<file path="src/rtl/sprite_plotter.sv">
// sprite_plotter: walks a WIDTH x HEIGHT bitmap held in an external
// synchronous ROM and emits one pixel per clock (x, y, colour, plot) for the
// VGA adapter write port. The image is placed at a run-time origin, and
// pixels that land off the visible screen are clipped (plot=0).
//
// Optional feature macro: SPRITE_TRANSPARENT_EN
//   defined   -> pixels whose ROM colour equals TRANSPARENT are not plotted
//   undefined -> every on-screen pixel is plotted
//
// Handshake: start is sampled only while busy=0. It is accepted in IDLE,
// including the cycle in which done pulses, giving back-to-back plots.
// busy stays high from the first address cycle until the pipeline has
// drained. done is a one-cycle pulse that follows the last pixel slot.
module sprite_plotter #(
   parameter int WIDTH       = 320,
   parameter int HEIGHT      = 240,
   parameter int ADDR_W      = 17,
   parameter int COLOUR_W    = 6,
   parameter int ROM_LATENCY = 1,
   parameter int SCREEN_W    = 320,
   parameter int SCREEN_H    = 240,
   parameter logic [COLOUR_W-1:0] TRANSPARENT = '0
) (
   input  logic                clk,
   input  logic                reset,
   input  logic                start,
   input  logic [8:0]          x_origin,
   input  logic [7:0]          y_origin,
   output logic [ADDR_W-1:0]   rom_address,
   input  logic [COLOUR_W-1:0] rom_q,
   output logic [8:0]          x,
   output logic [7:0]          y,
   output logic [COLOUR_W-1:0] colour,
   output logic                plot,
   output logic                busy,
   output logic                done,
   output logic [1:0]          dbg_state
);

   // Index of the final stage of the coordinate delay line.
   localparam int LAST = ROM_LATENCY - 1;

   typedef enum logic [1:0] {
      S_IDLE  = 2'd0,
      S_FETCH = 2'd1,
      S_DRAIN = 2'd2
   } state_t;

   state_t              r_state;
   logic [8:0]          r_col;
   logic [7:0]          r_row;
   logic [ADDR_W-1:0]   r_rom_address;
   logic [8:0]          r_x_org;
   logic [7:0]          r_y_org;
   logic [1:0]          r_drain_cnt;
   logic                r_busy;
   logic                r_done;

   // Coordinate/valid delay line, aligned with the ROM read latency.
   logic [ROM_LATENCY-1:0] r_pv;
   logic [8:0]             r_pcol [ROM_LATENCY];
   logic [7:0]             r_prow [ROM_LATENCY];

   // Output pixel registers.
   logic [8:0]          r_x;
   logic [7:0]          r_y;
   logic [COLOUR_W-1:0] r_colour;
   logic                r_plot;

   logic                w_last;
   logic [9:0]          w_sx;
   logic [8:0]          w_sy;
   logic                w_on_screen;
   logic                w_key_hit;

   // The last address of the image is (WIDTH-1, HEIGHT-1).
   assign w_last = (r_col == 9'(WIDTH - 1)) && (r_row == 8'(HEIGHT - 1));

   // Screen coordinates are one bit wider than the outputs so that
   // overflow past the screen edge is visible to the clip test.
   assign w_sx = {1'b0, r_x_org} + {1'b0, r_pcol[LAST]};
   assign w_sy = {1'b0, r_y_org} + {1'b0, r_prow[LAST]};
   assign w_on_screen = (w_sx < 10'(SCREEN_W)) && (w_sy < 9'(SCREEN_H));

`ifdef SPRITE_TRANSPARENT_EN
   assign w_key_hit = (rom_q == TRANSPARENT);
`else
   // Colour keying is disabled in this build: the compare is masked off.
   assign w_key_hit = 1'b0 & (rom_q == TRANSPARENT);
`endif

   // Control FSM: accepts start, walks the image addresses, drains the pipeline.
   always_ff @(posedge clk or posedge reset) begin
      if (reset) begin
         r_state       <= S_IDLE;
         r_col         <= '0;
         r_row         <= '0;
         r_rom_address <= '0;
         r_x_org       <= '0;
         r_y_org       <= '0;
         r_drain_cnt   <= '0;
         r_busy        <= 1'b0;
         r_done        <= 1'b0;
      end else begin
         r_done <= 1'b0;
         case (r_state)
            S_IDLE: begin
               if (start) begin
                  r_x_org       <= x_origin;
                  r_y_org       <= y_origin;
                  r_col         <= '0;
                  r_row         <= '0;
                  r_rom_address <= '0;
                  r_busy        <= 1'b1;
                  r_state       <= S_FETCH;
               end
            end
            S_FETCH: begin
               if (w_last) begin
                  r_drain_cnt <= '0;
                  r_state     <= S_DRAIN;
               end else begin
                  // Linear address tracks row*WIDTH+col by counting.
                  r_rom_address <= r_rom_address + ADDR_W'(1);
                  if (r_col == 9'(WIDTH - 1)) begin
                     r_col <= '0;
                     r_row <= r_row + 8'd1;
                  end else begin
                     r_col <= r_col + 9'd1;
                  end
               end
            end
            S_DRAIN: begin
               // ROM_LATENCY+1 cycles: ROM stages plus the output register.
               if (r_drain_cnt == 2'(ROM_LATENCY)) begin
                  r_busy  <= 1'b0;
                  r_done  <= 1'b1;
                  r_state <= S_IDLE;
               end else begin
                  r_drain_cnt <= r_drain_cnt + 2'd1;
               end
            end
            default: begin
               r_busy  <= 1'b0;
               r_state <= S_IDLE;
            end
         endcase
      end
   end

   // Delay the fetched coordinates so they meet their ROM data.
   always_ff @(posedge clk or posedge reset) begin
      if (reset) begin
         r_pv <= '0;
         for (int i = 0; i < ROM_LATENCY; i++) begin
            r_pcol[i] <= '0;
            r_prow[i] <= '0;
         end
      end else begin
         r_pv[0]   <= (r_state == S_FETCH);
         r_pcol[0] <= r_col;
         r_prow[0] <= r_row;
         for (int i = 1; i < ROM_LATENCY; i++) begin
            r_pv[i]   <= r_pv[i-1];
            r_pcol[i] <= r_pcol[i-1];
            r_prow[i] <= r_prow[i-1];
         end
      end
   end

   // Register the pixel: position, colour and clip/transparency-gated plot.
   always_ff @(posedge clk or posedge reset) begin
      if (reset) begin
         r_x      <= '0;
         r_y      <= '0;
         r_colour <= '0;
         r_plot   <= 1'b0;
      end else begin
         if (r_pv[LAST]) begin
            r_x      <= w_sx[8:0];
            r_y      <= w_sy[7:0];
            r_colour <= rom_q;
            r_plot   <= w_on_screen && !w_key_hit;
         end else begin
            r_plot   <= 1'b0;
         end
      end
   end

   assign rom_address = r_rom_address;
   assign x           = r_x;
   assign y           = r_y;
   assign colour      = r_colour;
   assign plot        = r_plot;
   assign busy        = r_busy;
   assign done        = r_done;
   assign dbg_state   = r_state;

endmodule
</file>
<file path="config.mk">
export PLATFORM = sky130hd
export DESIGN_NAME = sprite_plotter
export DESIGN_NICKNAME = d
export VERILOG_FILES = /design/src/rtl/sprite_plotter.sv
export SDC_FILE = /design/constraint.sdc
export NUM_CORES = 1
export LEC_CHECK = 0
export CAP_MARGIN = 20
export CELL_PAD_IN_SITES_DETAIL_PLACEMENT = 0
export CELL_PAD_IN_SITES_GLOBAL_PLACEMENT = 1
export CORE_AREA = 2 2 103 105
export DETAILED_ROUTE_END_ITERATION = 16
export DIE_AREA = 0 0 105 107
export PLACE_DENSITY_LB_ADDON = 0.1
export SETUP_SLACK_MARGIN = 0.4
export SKIP_CTS_REPAIR_TIMING = 1
export SLEW_MARGIN = 20
export SYNTH_ARGS = -nofsm -noshare
export SYNTH_HDL_FRONTEND = slang
export SYNTH_SLANG_ARGS = --single-unit
</file>
<file path="constraint.sdc">
create_clock -name clk -period 8.4 [get_ports clk]
set_input_delay 1.26 -clock clk [delete_from_list [all_inputs] [get_ports clk]]
set_output_delay 1.26 -clock clk [all_outputs]
set_load 0.02 [all_outputs]
</file>
==> results.yml <==
timing:
  period_share_pct: 34.00
  worst_pin_slew_ns: 0.9443
  slew-limit-headroom_pct: 37.05
  hold_viol_final: 0
  hold_slack_ns: 0.4305
  drv_slew: 0
  rsz0062_at_grt: "false"
  skew_ns: 0.009154
  min_period_ns: 2.856
  finalSetupViolations: 0
  fmax_ghz: 0.3502
  fin_setup_tns_ns: 0
floorplanning:
  die_h_um: 107
  die_x_um: 105
  dieArea_mm2: 0.01124
  ios: 71
  core_mm2: 0.01009
  std_cell_rows: 37
  start_util_pct: 45.40
pwr:
  p_total_w: 0.001678
  irDropWorstVdd_uv: 107.5
  p_per_area_mw_per_mm2: 296.8
  p_leak_nw: 2.447
finish:
  final_cells: 620
  syn2layout_area_growth_pct: 23.38
  final_core_util_pct: 56.01
  multi_input_area_mm2: 0.002026
  layout_common_cells: "dfrtp_1 (99), clkdlybuf4s50_1 (70), nor2_1 (43)"
  fill_cells: 930
  antennaDiodeCount: 0
  nNetsFinal: 529
  final_common_cell: "dfrtp_1"
  register_area_mm2: 0.002477
  drive_gt1_share_pct: 11.36
setup_path:
  cp-start-kind: "register"
  worstPathMaxFanout: 11
  critPathSlowestCell: "clkdlybuf4s50_1"
  worst-endpoint-arrival_ns: 1.60
  r2r-start: "r_row[0]$_DFFE_PP0P_"
  path_delay_family: "buffers and inverters"
  path_class: "register to primary output"
  crit_required_ns: 7.14
  crit_chain: "clkdlybuf4s50_1"
  cp-startpoint: "dbg_state[0]$_DFFE_PP0P_"
  slowest_delay_ns: 0.68
  crit_path_end_kind: "primary output"
  cp.buffers_inverters: 1
placement:
  numPortBuffers: 70
  dp.cells: 605
  dp_hpwl_um: 6199
  gp_congestion: 0.7695
logic_synthesis:
  ys_seq_area_share_pct: 54.07
  synth_ff_type: "dfrtp_1"
  synthDistinctLibCells: 51
  synth.avg_cell_area_um2: 11.29
  synth_cells: 406
  ys_seq_elements: 99
  synthesis.nets: 455
  yosysWarnings: 0
  synthArstFlopShare_pct: 100.0
  synth_edf_count: 0
  synth_area_mm2: 0.004582
drt:
  drt_iter0_markers: 73
  dr_total_vias: 3200
  routed_wl_um: 8942
  ant_nets: 0
  wire_per_inst_um: 14.42
  route.detailed.drc: 0
  vias_per_cell: 5.161
  dr.pass1.iters: 4
worst_hold_path:
  hold_path.class: "register to register"
  min-delay-start: "r_col[8]$_DFFE_PP0P_"
clock_tree:
  cts_tree: "done"
  clk_pin_slew_ns: 0.09
  cts.sinks: 99
  clockBufferDepth: 2
  worstSkewPairLatency_ns: 0.35
  root_buffer: "clkbuf_8"
  ctsHtreeMaxLevel: 3
  numCtsBuffers: 9
grt:
  grt-ovfl-total: 0
  grt_max_degree: 78
  grt_usage_pct: 16.87
  grt_pass1_vias: 3142
  antenna_found_initial: 0
  grt_pass1_wl_um: 15100
outcome:
  outcome: "finished, final reports clean"
run:
  drv_cap: 0
-- cells by family (layout without fill, tap and decap cells) --
logic type | count (synthesis) | after routing | share of synthesized area, %
simple gates | 130 | 130 | 14.01
flops | 99 | 99 | 54.07
compound gates | 66 | 66 | 9.149
xor+xnor | 34 | 34 | 6.499
mux | 32 | 32 | 7.837
fa+ha+maj | 23 | 23 | 6.608
buf+inv | 22 | 100 | 1.829
-- per-stage QoR --
stage / setup WS (ns) / cell area (um2)
global route: 5.235 / 5653
floorplan: 4.550 / 4582
finish: 5.544 / 5653
CTS: 5.518 / 5653
global placement: 5.198 / 5440
detailed placement: 5.186 / 5440
-- layout make-up --
type	count	share of cell area (%)
sequential	99	43.82
multi-input combinational	285	35.83
timing repair buffer	72	12.66
tap	136	3.010
clock buffer	10	2.258
clock inverter	5	1.505
inverter	13	0.9075
-- per-layer routing --
| layer | part of all wire (%) | global-route usage (%) | up-vias |
|---|---|---|---|
| li1 | - | - | 1581 |
| met4 | 1.4 | 5.714 | 0 |
| met3 | 3.5 | 3.343 | 12 |
| met1 | 49 | 23.06 | 1543 |
| met5 | 0 | 0 | - |
| met2 | 46 | 27.09 | 64 |
-- Yosys cell counts (2+ instances only) --
cell type | instances | share of area [%]
dfrtp_1 | 99 | 54
a211oi_1 | 4 | 0.66
fa_1 | 2 | 0.87
xor2_1 | 16 | 3.1
clkbuf_1 | 7 | 0.57
nand2_1 | 32 | 2.6
nand4_1 | 10 | 1.4
a21o_1 | 5 | 0.82
o2111ai_1 | 3 | 0.57
a311oi_1 | 2 | 0.38
o21a_1 | 4 | 0.66
a21oi_1 | 12 | 1.3
nand2b_1 | 3 | 0.41
nand3_1 | 8 | 0.87
inv_1 | 12 | 0.98
nor3b_1 | 2 | 0.33
ha_1 | 21 | 5.7
nor2_1 | 43 | 3.5
o211ai_1 | 2 | 0.33
mux2_2 | 31 | 7.6
and4_1 | 2 | 0.38
a221oi_1 | 2 | 0.38
and3_1 | 3 | 0.41
a31oi_1 | 3 | 0.41
o21ai_0 | 22 | 2.4
xnor2_1 | 18 | 3.4
nor3_1 | 14 | 1.5
-- worst paths after layout --
kind                                   endpoint  slack, ns  cells after the start
max in group asynchronous  r_col[6]$_DFFE_PP0P_       5.97                      3
hold / removal              r_pcol[8]$_DFF_PP0_       0.43                      0
hold reg to reg             r_pcol[8]$_DFF_PP0_       0.43                      0
setup / recovery                   dbg_state[0]       5.54                      1
min in group asynchronous        done$_DFF_PP0_       1.20                      2
setup reg to reg           r_col[4]$_DFFE_PP0P_       5.63                      7
-- power breakdown --
| part | leakage (nW) | switching (W) | internal (W) |
|---|---|---|---|
| sequential | 1.24 | 0.000107 | 0.000612 |
| combinational | 1.10 | 0.000307 | 0.000320 |
| clock | 0.103 | 0.000163 | 0.000169 |
-- flip-flops by register name (all words and copies together), names as in the netlist --
name,cells
x,9
r_drain_cnt,2
r_col,9
r_y_org,8
y,8
colour,6
rom_address,17
r_x_org,9
r_row,8
r_pcol,9
r_prow,8
dbg_state,2
plot,1
busy,1
done,1
r_pv,1
No activity file was read; power rests on OpenSTA's default activity.
